--- src/rtl/adder_bist_pkg.sv ---
// Shared types, constants and reference arithmetic for the ripple-adder
// built-in self-test controller.
package adder_bist_pkg;

  localparam int WIDTH       = 6;
  localparam int NUM_VECTORS = 1 << (2 * WIDTH);

  typedef enum logic [1:0] {
    IDLE  = 2'd0,
    APPLY = 2'd1,
    CHECK = 2'd2,
    DONE  = 2'd3
  } state_e;

  // Full-precision sum the adder under test must produce.
  function automatic logic [WIDTH:0] ref_sum(input logic [WIDTH-1:0] a,
                                             input logic [WIDTH-1:0] b);
    return {1'b0, a} + {1'b0, b};
  endfunction

endpackage

--- src/rtl/bist_vector_gen.sv ---
// Operand-pair counter for the adder self-test: index = {x, y}, y is the
// fast-moving half so it wraps into an x increment.
module bist_vector_gen
  import adder_bist_pkg::*;
(
  input  logic             clk,
  input  logic             rst_n,
  input  logic             clear_i,
  input  logic             advance_i,
  output logic [WIDTH-1:0] x_o,
  output logic [WIDTH-1:0] y_o,
  output logic             last_o
);

  localparam logic [2*WIDTH-1:0] IDX_ZERO = {(2*WIDTH){1'b0}};
  localparam logic [2*WIDTH-1:0] IDX_ONE  = {{(2*WIDTH-1){1'b0}}, 1'b1};

  logic [2*WIDTH-1:0] idx_q;
  logic [2*WIDTH-1:0] idx_d;

  // Next index: clear wins over advance, otherwise hold.
  always_comb begin
    idx_d = idx_q;
    if (clear_i) begin
      idx_d = IDX_ZERO;
    end else if (advance_i) begin
      idx_d = idx_q + IDX_ONE;
    end else begin
      idx_d = idx_q;
    end
  end

  // Index register.
  always_ff @(posedge clk) begin
    if (!rst_n) begin
      idx_q <= IDX_ZERO;
    end else begin
      idx_q <= idx_d;
    end
  end

  assign x_o    = idx_q[2*WIDTH-1:WIDTH];
  assign y_o    = idx_q[WIDTH-1:0];
  assign last_o = &idx_q;

endmodule

--- src/rtl/adder_bist.sv ---
// Exhaustive self-test controller for the ripple adder: drives x/y, checks s
// against the reference sum and reports mismatch count and first failure.
module adder_bist
  import adder_bist_pkg::*;
#(
  parameter int SETTLE_CYCLES = 1,
  parameter int ERR_W         = 13
) (
  input  logic             clk,
  input  logic             rst_n,
  input  logic             start,
  output logic [WIDTH-1:0] x,
  output logic [WIDTH-1:0] y,
  input  logic [WIDTH:0]   s,
  output logic             busy,
  output logic             done,
  output logic             pass,
  output logic [ERR_W-1:0] err_count,
  output logic [WIDTH-1:0] first_err_x,
  output logic [WIDTH-1:0] first_err_y,
  output logic [WIDTH:0]   first_err_s
);

  localparam int              CNT_W     = (SETTLE_CYCLES > 1) ? $clog2(SETTLE_CYCLES) : 1;
  localparam logic [CNT_W-1:0] CNT_ZERO = {CNT_W{1'b0}};
  localparam logic [CNT_W-1:0] CNT_ONE  = {{(CNT_W-1){1'b0}}, 1'b1};
  localparam logic [CNT_W-1:0] CNT_LAST = CNT_W'((SETTLE_CYCLES > 0) ? SETTLE_CYCLES - 1 : 0);
  localparam logic [ERR_W-1:0] ERR_ZERO = {ERR_W{1'b0}};
  localparam logic [ERR_W-1:0] ERR_ONE  = {{(ERR_W-1){1'b0}}, 1'b1};
  // With no settle time every vector is a single CHECK cycle.
  localparam state_e VEC_ENTRY = (SETTLE_CYCLES > 0) ? APPLY : CHECK;

  state_e           state_q;
  logic [CNT_W-1:0] cnt_q;
  logic             busy_q;
  logic             done_q;
  logic             pass_q;
  logic [ERR_W-1:0] err_q;
  logic [WIDTH-1:0] fx_q;
  logic [WIDTH-1:0] fy_q;
  logic [WIDTH:0]   fs_q;

  logic             accept_s;
  logic             advance_s;
  logic             mismatch_s;
  logic             last_s;
  logic [WIDTH-1:0] x_s;
  logic [WIDTH-1:0] y_s;

  bist_vector_gen u_vec (
    .clk      (clk),
    .rst_n    (rst_n),
    .clear_i  (accept_s),
    .advance_i(advance_s),
    .x_o      (x_s),
    .y_o      (y_s),
    .last_o   (last_s)
  );

  // Start acceptance, counter advance and result comparison.
  always_comb begin
    accept_s   = 1'b0;
    advance_s  = 1'b0;
    mismatch_s = (s != ref_sum(x_s, y_s));
    if ((state_q == IDLE) || (state_q == DONE)) begin
      accept_s = start;
    end else begin
      accept_s = 1'b0;
    end
    if ((state_q == CHECK) && !last_s) begin
      advance_s = 1'b1;
    end else begin
      advance_s = 1'b0;
    end
  end

  // Sweep sequencer with settle counter, error tally and status flags.
  always_ff @(posedge clk) begin
    if (!rst_n) begin
      state_q <= IDLE;
      cnt_q   <= CNT_ZERO;
      busy_q  <= 1'b0;
      done_q  <= 1'b0;
      pass_q  <= 1'b0;
      err_q   <= ERR_ZERO;
      fx_q    <= {WIDTH{1'b0}};
      fy_q    <= {WIDTH{1'b0}};
      fs_q    <= {(WIDTH+1){1'b0}};
    end else begin
      case (state_q)
        IDLE, DONE: begin
          if (start) begin
            state_q <= VEC_ENTRY;
            cnt_q   <= CNT_ZERO;
            busy_q  <= 1'b1;
            done_q  <= 1'b0;
            pass_q  <= 1'b0;
            err_q   <= ERR_ZERO;
            fx_q    <= {WIDTH{1'b0}};
            fy_q    <= {WIDTH{1'b0}};
            fs_q    <= {(WIDTH+1){1'b0}};
          end
        end
        APPLY: begin
          if (cnt_q == CNT_LAST) begin
            cnt_q   <= CNT_ZERO;
            state_q <= CHECK;
          end else begin
            cnt_q <= cnt_q + CNT_ONE;
          end
        end
        CHECK: begin
          if (mismatch_s) begin
            err_q <= err_q + ERR_ONE;
            if (err_q == ERR_ZERO) begin
              fx_q <= x_s;
              fy_q <= y_s;
              fs_q <= s;
            end
          end
          if (last_s) begin
            state_q <= DONE;
            busy_q  <= 1'b0;
            done_q  <= 1'b1;
            pass_q  <= (err_q == ERR_ZERO) && !mismatch_s;
          end else begin
            state_q <= VEC_ENTRY;
          end
        end
        default: begin
          state_q <= IDLE;
          busy_q  <= 1'b0;
          done_q  <= 1'b0;
        end
      endcase
    end
  end

  assign x           = x_s;
  assign y           = y_s;
  assign busy        = busy_q;
  assign done        = done_q;
  assign pass        = pass_q;
  assign err_count   = err_q;
  assign first_err_x = fx_q;
  assign first_err_y = fy_q;
  assign first_err_s = fs_q;

endmodule

--- config.mk ---
export PLATFORM = sky130hd
export DESIGN_NAME = adder_bist
export DESIGN_NICKNAME = d
export VERILOG_FILES = /design/src/rtl/adder_bist_pkg.sv /design/src/rtl/bist_vector_gen.sv /design/src/rtl/adder_bist.sv
export SDC_FILE = /design/constraint.sdc
export NUM_CORES = 1
export LEC_CHECK = 0
export CAP_MARGIN = 20
export CORE_MARGIN = 2
export CORE_UTILIZATION = 35
export CTS_BUF_LIST = sky130_fd_sc_hd__clkbuf_4
export CTS_CLUSTER_DIAMETER = 80
export DETAILED_ROUTE_END_ITERATION = 10
export PLACE_DENSITY = 0.62
export SKIP_CTS_REPAIR_TIMING = 1
export SYNTH_ARGS = -nofsm -noshare
export SYNTH_HDL_FRONTEND = slang
export SYNTH_SLANG_ARGS = --single-unit
--- constraint.sdc ---
create_clock -name clk -period 2.9 [get_ports clk]
set_clock_uncertainty 0.05 [all_clocks]
set_input_delay 0.725 -clock clk [delete_from_list [all_inputs] [get_ports clk]]
set_output_delay 0.725 -clock clk [all_outputs]
set_load 0.05 [all_outputs]
== Yosys cells after proc, flatten, opt, wreduce, memory -nomap -nowiden ==
Cells that the tools add are included.
Storage, ports and cells
  word-level logic and storage cells: 71
  ROM bits: 0
  bits in latches: 0
  memories: 0
  memory bits (writable): 0
  output and inout port bits: 47
  flip-flop bits (word level): 50
  input port bits: 10
Operators by class
  magnitude comparators: 0
  divide/modulo/power cells: 0
  equality and inequality tests: 9
  shift operators: 0
  bitwise operators: 1
  $add $sub $neg: 4
  reductions and logical operators: 17
  mux-type cells: 30
  multipliers: 0
Operators with widths (count)
  6-bit two-way mux: 5
  13-bit two-way mux: 2
  13-bit one-hot mux with 2 select lines: 1
  6-bit one-hot mux with 2 select lines: 2
  7-bit two-way mux: 3
  7-bit one-hot mux with 2 select lines: 1
  13-bit by 1-bit adder with 13-bit output (second input constant): 1
  13-bit zero test: 1
  12-bit by 1-bit adder with 12-bit output (second input constant): 1
  12-bit AND reduction: 1
  1-bit two-way mux: 8
  2-bit != test (second input constant): 4
  1-bit one-hot mux with 2 select lines: 4
  6-bit by 6-bit adder with 7-bit output: 1
  7-bit != test: 1
  2-bit two-way mux: 3
  2-bit one-hot mux with 3 select lines: 1
  3-bit AND reduction: 2
  2-bit equality test (second input constant): 2
  2-bit AND reduction: 2
  4-bit AND reduction: 1
  2-bit nonzero test: 2
  2-bit OR reduction: 2
  2-bit by 1-bit equality test with 1-bit output (second input constant): 1
  7 further kinds: 9

== Longest topological paths before layout ==
Gate-level depths: netlist of the first run.
  depth after elaboration: 6
  gate-level depth with buffers: 12

== Hierarchy ==
A second synthesis of the first run with hierarchy kept.
Second synthesis, totals
  cell total of the unflattened synthesis: 325
  area, all modules: 2778.9 um^2
Modules (own cells, without submodules)
  adder_bist: times used 1, area an instance 2202.1 um^2, sequential area each 740.7 um^2, cells an instance 262
  bist_vector_gen: times used 1, area an instance 576.8 um^2, sequential area each 240.2 um^2, cells an instance 63

== Least setup slack after synthesis of the first run ==
Ideal clock, no wire load.
  path kind: register to register
  start: register u_vec.idx_q[6]
  end: register fx_q[0], in the netlist first_err_x[0]
  arrival: 2.819 ns
  cell stages (with the launch flop): 12
  period minus slack after synthesis: 2.989 ns
  buffers on the path: 2
  path slack: -0.089 ns
  cells stage by stage: dfxtp_1 -> ha_1 -> inv_1 -> fa_1 -> xnor2_1 -> a2111oi_4 -> nand3_2 -> o31ai_4 -> a21oi_2 -> buf_6 -> buf_6 -> mux2i_1
Between the ends
  word-level cells in the longest chain between the ends: 4
Ends and longest elaborated chain
  start, declared: RTL line bist_vector_gen.sv:18  | logic [2*WIDTH-1:0] idx_q;
  start signal, assigned: RTL line bist_vector_gen.sv:38  | idx_q <= idx_d;
  6-bit by 6-bit adder with 7-bit output: RTL line adder_bist_pkg.sv:18  | return {1'b0, a} + {1'b0, b};
  7-bit != test: RTL line adder_bist.sv:64  | mismatch_s = (s != ref_sum(x_s, y_s));
  2-bit != test (no line)
  4-bit AND reduction (no line)
  end signal, assigned: RTL line adder_bist.sv:86  | fx_q <= {WIDTH{1'b0}};
  end signal, assigned: RTL line adder_bist.sv:99  | fx_q <= {WIDTH{1'b0}};
  end signal, assigned: RTL line adder_bist.sv:116  | fx_q <= x_s;
  end, declared: RTL line adder_bist.sv:39  | logic [WIDTH-1:0] fx_q;
Several ways; a longest one is shown, not always the timed one. The select of a mux whose other input is x is not followed.
A chain may end at the register's enable or synchronous reset.

== Worst setup path in the final report of the first run ==
  start: register u_vec.idx_q[6]
  end: register err_q[11], in the netlist err_count[11]
Between the ends
  word-level cells in the longest chain between the ends: 4
Ends and longest elaborated chain
  6-bit by 6-bit adder with 7-bit output: RTL line adder_bist_pkg.sv:18
  7-bit != test: RTL line adder_bist.sv:64
  2-bit != test (no line)
  3-bit AND reduction (no line)
  end signal, assigned: RTL line adder_bist.sv:114  | err_q <= err_q + ERR_ONE;
  end, declared: RTL line adder_bist.sv:38  | logic [ERR_W-1:0] err_q;
Every way passes these cells.

==> results by group, run 1 <==
Worst setup path
  • Startpoint Class: register
  • Worst setup EP type: register
  • RR Endpoint: err_count[11]
  • Worst-path maximum fanout: 7
  • Worst path max stage delay: 0.43 ns
  • Critical path class: register to register
  • Reg2Reg Depth: 10
  • RR Startpoint: u_vec.idx_q[6]
  • Slowest cell on the critical path: dfxtp_2
  • R2R setup slack: 0.19 ns
  • Req. time, crit path: 3.10 ns
  • Arrival time worst endpoint: 2.91 ns
  • Cell Chain, Critical Path: ha_1, inv_1, fa_1, xnor2_1, a2111oi_4, nand3_2, o31ai_4, buf_4, nor4_1, or3_1
  • Crit path from: u_vec.idx_q[6]

STA
  • Post-route worst setup slack: 0.1896 ns
  • Final Hold Viols: 0
  • Slew HR: 61.20%
  • Post-route clock period utilization: 93.46%
  • Tightest Pin Transition: 0.5759 ns
  • Max-slew violations: 0
  • Fmax: 369.0 MHz
  • Setup violations, final: 0
  • Clock period minus worst slack: 2.710 ns
  • RSZ-0062 raised after global routing: false

Drt
  • Vias per cell: 4.992
  • Initial drt markers: 81
  • DRC Markers: 0
  • Routed len/inst: 14.02 µm
  • First-pass DRT Iterations: 4
  • Vias: 2,406
  • Final wirelength: 6759 µm
  • Routed Antenna Nets: 0

Global route
  • Pin count of the biggest net entering global routing: 21
  • Antenna violations before repair: 0
  • GRT overflow: 0
  • Vias in the first global route: 2,273
  • First-pass GRT wire length: 11,290 µm
  • Total GRT Usage: 16.58%

Logic synthesis
  • EDFF count, synth: 0
  • Asr flop ratio synth: 0%
  • Post-Synthesis Cells: 311
  • Synth Net Count: 333
  • Yosys Warn Count: 0
  • Synth unique cells: 41
  • FF+latch count, synth: 49
  • Synthesized cell area: 2613 µm²
  • Top post-synthesis cells by area: dfxtp_1, nand2_1, mux2i_1
  • Syn_area_per_cell: 8.400 µm²
  • Post-synth top area share: 37.55%
  • Top_reg_cell synth: dfxtp_1
  • Largest area contributor in the netlist: dfxtp_1
  • Sequential-to-total area share from yosys stat: 37.55%

Die
  • Height of the die: 90.40 µm
  • Num rows: 31
  • Placeable Area: 7253 µm²
  • Die width: 90.40 µm
  • Die ar.: 8171 µm²
  • Initial Utilization: 36.02%
  • # IOs: 57

Finish
  • Multi-input gate area: 1521 µm²
  • Fin nets: 404
  • Reg area: 985.9 µm²
  • Synthesis-to-finish area growth: 33.62%
  • Final core occ: 48.13%
  • Filler cells: 729
  • Share of layout cells above drive strength 1: 10.18%
  • # diodes: 0

Run
  • Max-cap violations: 0

Place
  • RD Place Congestion: 0.8541
  • Hpwl dp: 5062 µm
  • IO Port Bufs: 56
  • Post-place setup slack: -0.08481 ns

Hold path
  • Hold EP: first_err_s[5]
  • Hold Path Class: register to register
  • Depth of the worst hold-timing path: 2
  • Hold_sp: first_err_s[5]

CTS
  • Clock root cell: clkbuf_4
  • Max clock buf depth: 2
  • Clock Pin Slew Worst Setup and Hold Paths: 0.14 ns
  • H-tree depth: 2
  • CTS Sinks: 49
  • CTS tree: yes
  • Clk Latency, worst-skew pair: 0.37 ns
  • TritonCTS Buffers: 5

Power
  • Total power: 1.902 mW
  • Pwr/cell area: 544.7 nW/µm²
  • VDD IR max: 0.0002564 V
  • Leakage: 1.311 nW

Run status
  • Status: complete, no violations
-- stage by stage --
stage | instances | hold slack (ns) | setup TNS, ns | area [µm²]
3_5_place_dp | 474 | 0.3970 | -1.594 | 3405
3_3_place_gp | 474 | 0.3962 | -1.037 | 3405
6_report | 482 | 0.4194 | 0 | 3491
5_1_grt | 482 | 0.4417 | 0 | 3491
4_1_cts | 482 | 0.4225 | 0 | 3488
2_1_floorplan | 311 | 0.4448 | 0 | 2615
-- flip-flops by register name, summed over array words and instances, names as in the netlist --
register	count
busy	1
done	1
err_count	13
first_err_s	7
first_err_x	6
first_err_y	6
pass	1
state_q	2
u_vec.idx_q	12
-- critical path, delay by kind of cell, from the launching register on --
kind / cells / cell delay [ns]
flip-flops: 1 / 0.43
adder cells (fa/ha/maj): 2 / 0.61
buffers and inverters: 2 / 0.25
AND/OR/NAND/NOR: 3 / 0.48
AO/OA/AOI/OAI: 2 / 0.59
XOR/XNOR: 1 / 0.18
-- power breakdown --
group / internal [mW] / switching [mW] / leakage [nW] / total [mW]
Combinational: 0.309 / 0.439 / 0.868 / 0.748
Sequential: 0.706 / 0.0259 / 0.397 / 0.732
Clock: 0.193 / 0.229 / 0.0459 / 0.422
Total: 1.21 / 0.694 / 1.31 / 1.90
-- worst max-delay path by stage --
stage,end,slack (ns),cells after the start
after floorplan,first_err_x[3],0.04,10
after global placement,err_count[11],-0.06,9
after detailed placement,err_count[11],-0.08,9
after CTS,err_count[11],0.15,10
after global routing,err_count[11],0.001,10
final,err_count[11],0.19,10
-- logic make-up after synthesis --
| logic type | Yosys count | synth area share, % |
|---|---|---|
| flops | 49 | 37.55 |
| buf+inv | 25 | 4.214 |
| simple gates | 143 | 26.87 |
| mux | 21 | 8.046 |
| fa+ha+maj | 12 | 6.034 |
| xor+xnor | 17 | 5.700 |
| compound gates | 44 | 11.59 |
-- area by class of cell --
cell class	instances	share of cell area [%]
clock buffer	6	1.290
clock inverter	2	1.111
inverter	12	1.290
multi-input combinational	237	43.58
sequential	49	28.24
tap	99	3.548
timing repair buffer	77	20.93
-- cell usage after synthesis (4+ instances only) --
library cell / n
a21oi_1: 15
and3_1: 10
clkbuf_1: 10
dfxtp_1: 49
ha_1: 11
inv_1: 12
mux2i_1: 21
nand2_1: 59
nand2b_1: 4
nand3_1: 14
nand3b_1: 4
nor2_1: 21
o21ai_0: 8
o22ai_1: 7
or3_1: 9
xnor2_1: 8
xor2_1: 9
-- per-layer routing --
metal  GRT usage, %  vias to the layer above  share of wire [%]
met5              0                        -                  0
met3          3.255                        6                3.7
li1               -                     1222                  -
met2          27.57                       50                 47
met1          22.51                     1128                 48
met4          3.077                        0               0.78
-- layout by cell type, fill, tap and decap left out, types with 11 or more instances in the layout --
master,n
a21oi_1,15
buf_4,20
clkdlybuf4s50_1,56
dfxtp_1,47
ha_1,11
inv_1,12
mux2i_1,21
nand2_1,59
nand3_1,14
nor2_1,21
No activity file was read; power rests on OpenSTA's default activity.
==> inputs of run 2 (changes only) <==
--- a/config.mk
+++ b/config.mk
@@ -7,11 +7,11 @@
 export LEC_CHECK = 0
 export CAP_MARGIN = 20
 export CORE_MARGIN = 2
-export CORE_UTILIZATION = 35
+export CORE_UTILIZATION = 52
 export CTS_BUF_LIST = sky130_fd_sc_hd__clkbuf_4
 export CTS_CLUSTER_DIAMETER = 80
 export DETAILED_ROUTE_END_ITERATION = 10
-export PLACE_DENSITY = 0.62
+export PLACE_DENSITY = 0.85
 export SKIP_CTS_REPAIR_TIMING = 1
 export SYNTH_ARGS = -nofsm -noshare
 export SYNTH_HDL_FRONTEND = slang
==> constraint.sdc (replaced) <==
create_clock -name clk -period 2.9 [get_ports clk]
set_clock_uncertainty 0.05 [all_clocks]
set_input_delay 0.435 -clock clk [delete_from_list [all_inputs] [get_ports clk]]
set_output_delay 0.435 -clock clk [all_outputs]
set_load 0.05 [all_outputs]
==> run 2 against run 1 <==
First-iteration DRC count grew 120%. Via count is 2.1% higher. Flip-flop and latch count did not move. Count of clock-buffer cells in the layout down 1. Global-route usage rose by 8.4 points. Sequential power shrank 0.7%. Design area is 2.4% lower. Sequential share of layout area increased by 0.63 points. Clock power is 1% lower. Critical path depth fell by 2. Critical endpoint is now err_count[4]. Largest power group is now sequential cells. Highest routed layer unchanged.
==> results by group, run 2 (synthesis results as in run 1) <==
Global route
  • GRT overflow: 0 (unchanged)
  • Total GRT Usage: 25.01% (+8.4 points)
  • Vias in the first global route: 2,287 (+0.62%)
  • Pin count of the biggest net entering global routing: 40 (+90%)
  • First-pass GRT wire length: 10,780 µm (-4.5%)
  • Antenna violations before repair: 0 (unchanged)

Drt
  • Routed len/inst: 15.14 µm (+7.9%)
  • Final wirelength: 6736 µm (-0.34%)
  • First-pass DRT Iterations: 5 (+1)
  • Vias per cell: 5.521 (+11%)
  • DRC Markers: 0 (unchanged)
  • Vias: 2,457 (+2.1%)
  • Initial drt markers: 175 (+120%)
  • Routed Antenna Nets: 0 (unchanged)

Place
  • IO Port Bufs: 56 (unchanged)
  • Hpwl dp: 4913 µm (-2.9%)
  • RD Place Congestion: 0.8611 (+0.82%)
  • Placed Area: 3327 µm² (-2.3%)

Run status
  • Status: complete, no violations

CTS
  • H-tree depth: 2 (unchanged)
  • Clock Pin Slew Worst Setup and Hold Paths: 0.16 ns (+0.02 ns)
  • Clock root cell: clkbuf_4
  • Max clock buf depth: 2 (unchanged)
  • CTS Sinks: 49 (unchanged)
  • TritonCTS Buffers: 5 (unchanged)
  • CTS tree: yes
  • Clk Latency, worst-skew pair: 0.38 ns (about the same)

STA
  • Setup TNS: 0 ns (unchanged)
  • Final Hold Viols: 0 (unchanged)
  • RSZ-0062 raised after global routing: false
  • Max-slew violations: 0 (unchanged)
  • Clock period minus worst slack: 2.700 ns (-0.01005 ns)
  • Post-route clock period utilization: 93.11% (-0.35 points)
  • Setup violations, final: 0 (unchanged)
  • Tightest Pin Transition: 0.6160 ns (+0.04002 ns)
  • Worst hold margin: 0.4174 ns (-0.002017 ns)
  • Fmax: 370.3 MHz (+0.37%)
  • Slew HR: 58.50% (-2.7 points)

Finish
  • Most common cell after layout, fill and taps aside: nand2_1
  • Cell area after layout: 3406 µm² (-2.4%)
  • Synthesis-to-finish area growth: 30.36%
  • # diodes: 0 (unchanged)
  • Max FFs per register: 13 (unchanged)
  • Final core occ: 71.16% (+23 points)
  • Fin nets: 399 (-1.2%)
  • Commonest cells after routing, fill and taps aside: nand2_1, clkdlybuf4s50_1, dfxtp_1
  • Share of layout cells above drive strength 1: 8.730% (-1.5 points)

Run
  • Max-cap violations: 0 (unchanged)

Worst setup path
  • Arrival time worst endpoint: 2.91 ns (about the same)
  • Buffer and inverter count on the worst path: 1 (-1)
  • Startpoint Class: register
  • Cell Chain, Critical Path: inv_1, fa_1, xnor2_1, a2111oi_4, nand3_2, or3_1, nand3_1, o21ai_0
  • Req. time, crit path: 3.11 ns (about the same)
  • R2R setup slack: 0.20 ns (about the same)
  • Slowest cell on the critical path: dfxtp_1
  • Worst-path maximum fanout: 9 (+2)
  • Worst path max stage delay: 0.46 ns (+0.03 ns)
  • CP delay by family, top: simple AND/OR/NAND/NOR gates
  • Worst setup EP type: register
  • RR Endpoint: err_count[4]
  • RR Startpoint: u_vec.idx_q[7]
  • Crit path from: u_vec.idx_q[7]
  • Reg2Reg Depth: 8 (-2)
  • Critical path class: register to register

Die
  • # IOs: 57 (unchanged)
  • Die width: 74.88 µm (-17%)
  • Num rows: 25 (-19%)
  • Placeable Area: 4786 µm² (-34%)
  • Height of the die: 74.88 µm (-17%)
  • Initial Utilization: 54.59% (+19 points)
  • Die ar.: 5607 µm² (-31%)

Power
  • Leakage: 1.284 nW (-2.0%)
  • Total power: 1.858 mW (-2.3%)
  • VDD IR max: 0.0003237 V (+26%)
  • Pwr/cell area: 545.6 nW/µm² (+0.16%)

Hold path
  • Hold_sp: first_err_s[3]
  • Hold EP: first_err_s[3]
  • Hold Path Class: register to register
  • Depth of the worst hold-timing path: 2 (unchanged)
## run 2: cell types whose count changed in the layout (fill, tap and decap cells not counted)
cell and change:
buf_4 -5, clkbuf_4 -1, clkinv_1 +1, clkinv_4 -1, clkinvlp_4 +1, dfxtp_2 +1
dfxtp_4 -1
## run 2: per-layer routing
layer  up-vias  routed length, µm  share of wire (%)  GRT usage, %
met5         -                  0                  0             0
met4         0                 97                1.4         12.70
met3        10                367                5.4         3.614
met2        78               3321                 49         41.42
met1      1157               2949                 44         31.75
li1       1212                  -                  -             -
## run 2: how the worst max path moves through the flow
stage                          end  slack [ns]  depth (start not counted)
floorplan           first_err_x[3]        0.04                         10
global placement      err_count[0]        0.18                          8
detailed placement    err_count[0]        0.05                          8
CTS                   err_count[4]        0.23                          9
global route          err_count[4]        0.08                          8
finish                err_count[4]        0.20                          8
## run 2: cell type report
| type | instances | area, µm² |
|---|---|---|
| timing repair buffer | 72 | 693.2 |
| inverter | 12 | 45.04 |
| clock buffer | 5 | 37.54 |
| multi-input combinational | 237 | 1521 |
| sequential | 49 | 983.4 |
| clock inverter | 3 | 41.29 |
| tap | 67 | 83.83 |
| fill | 384 | 1380 |
## run 2: metrics by stage
stage          instances  setup WS [ns]
2_1_floorplan        311        0.04437
3_3_place_gp         437         0.1786
3_5_place_dp         437        0.04889
4_1_cts              445         0.2325
5_1_grt              445        0.07514
6_report             445         0.1997
## run 2: power by group
group	total (mW)	switching, mW	internal [mW]	leakage [nW]
combinational	0.715	0.441	0.275	0.849
sequential	0.727	0.0223	0.705	0.397
clock	0.416	0.237	0.179	0.0389
total	1.86	0.700	1.16	1.28
## run 2: worst reg2reg max path, delay by kind of cell (launching register included)
kind	cells	cell delay (ns)
AOI/OAI and AO/OA	2	0.50
adders and majority gates	1	0.43
xor gates and xnor gates	1	0.17
and+or+nand+nor	3	0.83
buffers and inverters	1	0.13
DFF	1	0.46
==> inputs of run 3 (changes only) <==
--- a/config.mk
+++ b/config.mk
@@ -7,11 +7,11 @@
 export LEC_CHECK = 0
 export CAP_MARGIN = 20
 export CORE_MARGIN = 2
-export CORE_UTILIZATION = 52
+export CORE_UTILIZATION = 45
 export CTS_BUF_LIST = sky130_fd_sc_hd__clkbuf_4
 export CTS_CLUSTER_DIAMETER = 80
 export DETAILED_ROUTE_END_ITERATION = 10
-export PLACE_DENSITY = 0.85
+export PLACE_DENSITY = 0.72
 export SKIP_CTS_REPAIR_TIMING = 1
 export SYNTH_ARGS = -nofsm -noshare
 export SYNTH_HDL_FRONTEND = slang
==> run 3 against run 2 <==
Worst hold slack got worse by 0.0020 ns. Count of clock-buffer cells in the layout rose by 1. Wire length fell by 2.1%. Non-clock buffer count rose by 2. Design area rose by 0.11%. Sequential share of layout area barely moved. Combinational power barely moved. Setup slack improved by 0.047 ns. Largest cell class unchanged.
==> results by group, run 3 (synthesis results as in run 1) <==
Power
  • Pwr/cell area: 514.8 nW/µm² (-5.6%)
  • VDD IR max: 0.0003187 V (-1.6%)
  • Leakage: 1.290 nW (+0.47%)
  • Total power: 1.755 mW (-5.5%)

Place
  • Hpwl dp: 4863 µm (-1.0%)
  • Placed Area: 3361 µm² (+1.0%)
  • Placed Cells: 444 (+1.6%)
  • IO Port Bufs: 56 (unchanged)
  • RD Place Congestion: 0.8723 (+1.3%)
  • Post-place setup slack: 0.1026 ns (+0.05373 ns)

Finish
  • Non-filler cells, final: 451 (+1.3%)
  • Fin nets: 401 (+0.50%)
  • Most common cell after layout, fill and taps aside: nand2_1
  • Share of layout cells above drive strength 1: 8.971% (+0.24 points)
  • Max FFs per register: 13 (unchanged)
  • Cell area after layout: 3410 µm² (+0.11%)
  • Synthesis-to-finish area growth: 30.51%
  • Commonest cells after routing, fill and taps aside: nand2_1, clkdlybuf4s50_1, dfxtp_1
  • # diodes: 0 (unchanged)
  • Filler cells: 523 (+36%)

STA
  • Final Hold Viols: 0 (unchanged)
  • Setup TNS: 0 ns (unchanged)
  • Fmax: 376.9 MHz (+1.8%)
  • Max-slew violations: 0 (unchanged)
  • Tightest Pin Transition: 0.5563 ns (-0.05963 ns)
  • Setup violations, final: 0 (unchanged)
  • Clock period minus worst slack: 2.654 ns (-0.04678 ns)
  • Slew HR: 62.52% (+4.0 points)
  • Post-route worst setup slack: 0.2465 ns (+0.04678 ns)
  • RSZ-0062 raised after global routing: false
  • Post-route clock period utilization: 91.50% (-1.6 points)

Worst setup path
  • Req. time, crit path: 3.10 ns (about the same)
  • Reg2Reg Depth: 9 (+1)
  • R2R setup slack: 0.25 ns (+0.05 ns)
  • Worst-path maximum fanout: 9 (unchanged)
  • RR Startpoint: u_vec.idx_q[0]
  • Worst setup EP type: register
  • Critical path class: register to register
  • Startpoint Class: register
  • Arrival time worst endpoint: 2.86 ns (-0.05 ns)
  • RR Endpoint: err_count[4]

CTS
  • H-tree depth: 2 (unchanged)
  • Clock Pin Slew Worst Setup and Hold Paths: 0.14 ns (-0.02 ns)
  • Clk Latency, worst-skew pair: 0.37 ns (about the same)
  • Clock root cell: clkbuf_4
  • TritonCTS Buffers: 5 (unchanged)
  • CTS Sinks: 49 (unchanged)
  • CTS tree: yes
  • Max clock buf depth: 2 (unchanged)

Drt
  • Vias per cell: 5.417 (-1.9%)
  • Initial drt markers: 111 (-37%)
  • Routed Antenna Nets: 0 (unchanged)
  • DRC Markers: 0 (unchanged)
  • Final wirelength: 6593 µm (-2.1%)
  • First-pass DRT Iterations: 4 (-1)
  • Routed len/inst: 14.62 µm (-3.4%)
  • Vias: 2,443 (-0.57%)

Run status
  • Status: complete, no violations

Global route
  • Vias in the first global route: 2,271 (-0.70%)
  • GRT overflow: 0 (unchanged)
  • Pin count of the biggest net entering global routing: 21 (-48%)
  • First-pass GRT wire length: 10,850 µm (+0.71%)
  • Total GRT Usage: 21.86% (-3.1 points)
  • Antenna violations before repair: 0 (unchanged)

Die
  • # IOs: 57 (unchanged)
  • Height of the die: 80.20 µm (+7.1%)
  • Die width: 80.20 µm (+7.1%)
  • Initial Utilization: 47.15% (-7.4 points)
  • Placeable Area: 5540 µm² (+16%)
  • Num rows: 27 (+8.0%)
  • Die ar.: 6431 µm² (+15%)

Hold path
  • Hold EP: first_err_s[4]
  • Hold_sp: first_err_s[4]
  • Hold Path Class: register to register
  • Depth of the worst hold-timing path: 2 (unchanged)

Run
  • Max-cap violations: 0 (unchanged)
run 3: how the worst max path moves through the flow:
stage / slack, ns / cells past startpoint / end / startpoint
5_1_grt: 0.06 / 9 / err_count[4] / u_vec.idx_q[0]
6_report: 0.25 / 9 / err_count[4] / u_vec.idx_q[0]
3_3_place_gp: 0.16 / 8 / err_count[0] / s[6]
3_5_place_dp: 0.10 / 8 / err_count[0] / s[6]
2_1_floorplan: 0.04 / 10 / first_err_x[3] / u_vec.idx_q[1]
4_1_cts: 0.25 / 9 / err_count[4] / u_vec.idx_q[0]
run 3: final cells by class:
type,instances,area (µm²),share of cell area (%)
tap,72,90.09,2.642
inverter,12,45.04,1.321
timing repair buffer,74,720.7,21.14
sequential,49,983.4,28.84
multi-input combinational,237,1521,44.62
clock buffer,6,45.04,1.321
clock inverter,1,3.754,0.1101
run 3: critical path: stages, from the launching register on:
cell and delay, ns:
dfxtp_2 0.37, ha_1 0.19, inv_1 0.06, fa_1 0.38
xnor2_1 0.17, a2111oi_4 0.34, nand3_2 0.15, or3_1 0.36
nand3_1 0.31, o21ai_0 0.15
run 3: routing by layer:
| metal | up-vias | part of all wire [%] | wire length (µm) | track usage [%] |
|---|---|---|---|---|
| li1 | 1216 | - | - | - |
| met1 | 1147 | 47 | 3072 | 28.13 |
| met2 | 72 | 47 | 3076 | 35.50 |
| met3 | 8 | 5.2 | 343 | 5.506 |
| met4 | 0 | 1.5 | 100 | 7.627 |
| met5 | - | 0 | 0 | 0 |
run 3: report_power, final:
group | total [mW] | switching [mW] | internal (mW)
combinational | 0.718 | 0.431 | 0.287
clock | 0.312 | 0.214 | 0.0979
sequential | 0.726 | 0.0213 | 0.705
total | 1.76 | 0.666 | 1.09
run 3: through the flow:
| stage | hold slack (ns) | utilization (%) |
|---|---|---|
| finish | 0.4154 | 61.54 |
| detailed placement | 0.3960 | 60.66 |
| floorplan | 0.4448 | - |
| global placement | 0.3957 | 60.66 |
| CTS | 0.4167 | 61.54 |
| global route | 0.4420 | 61.54 |
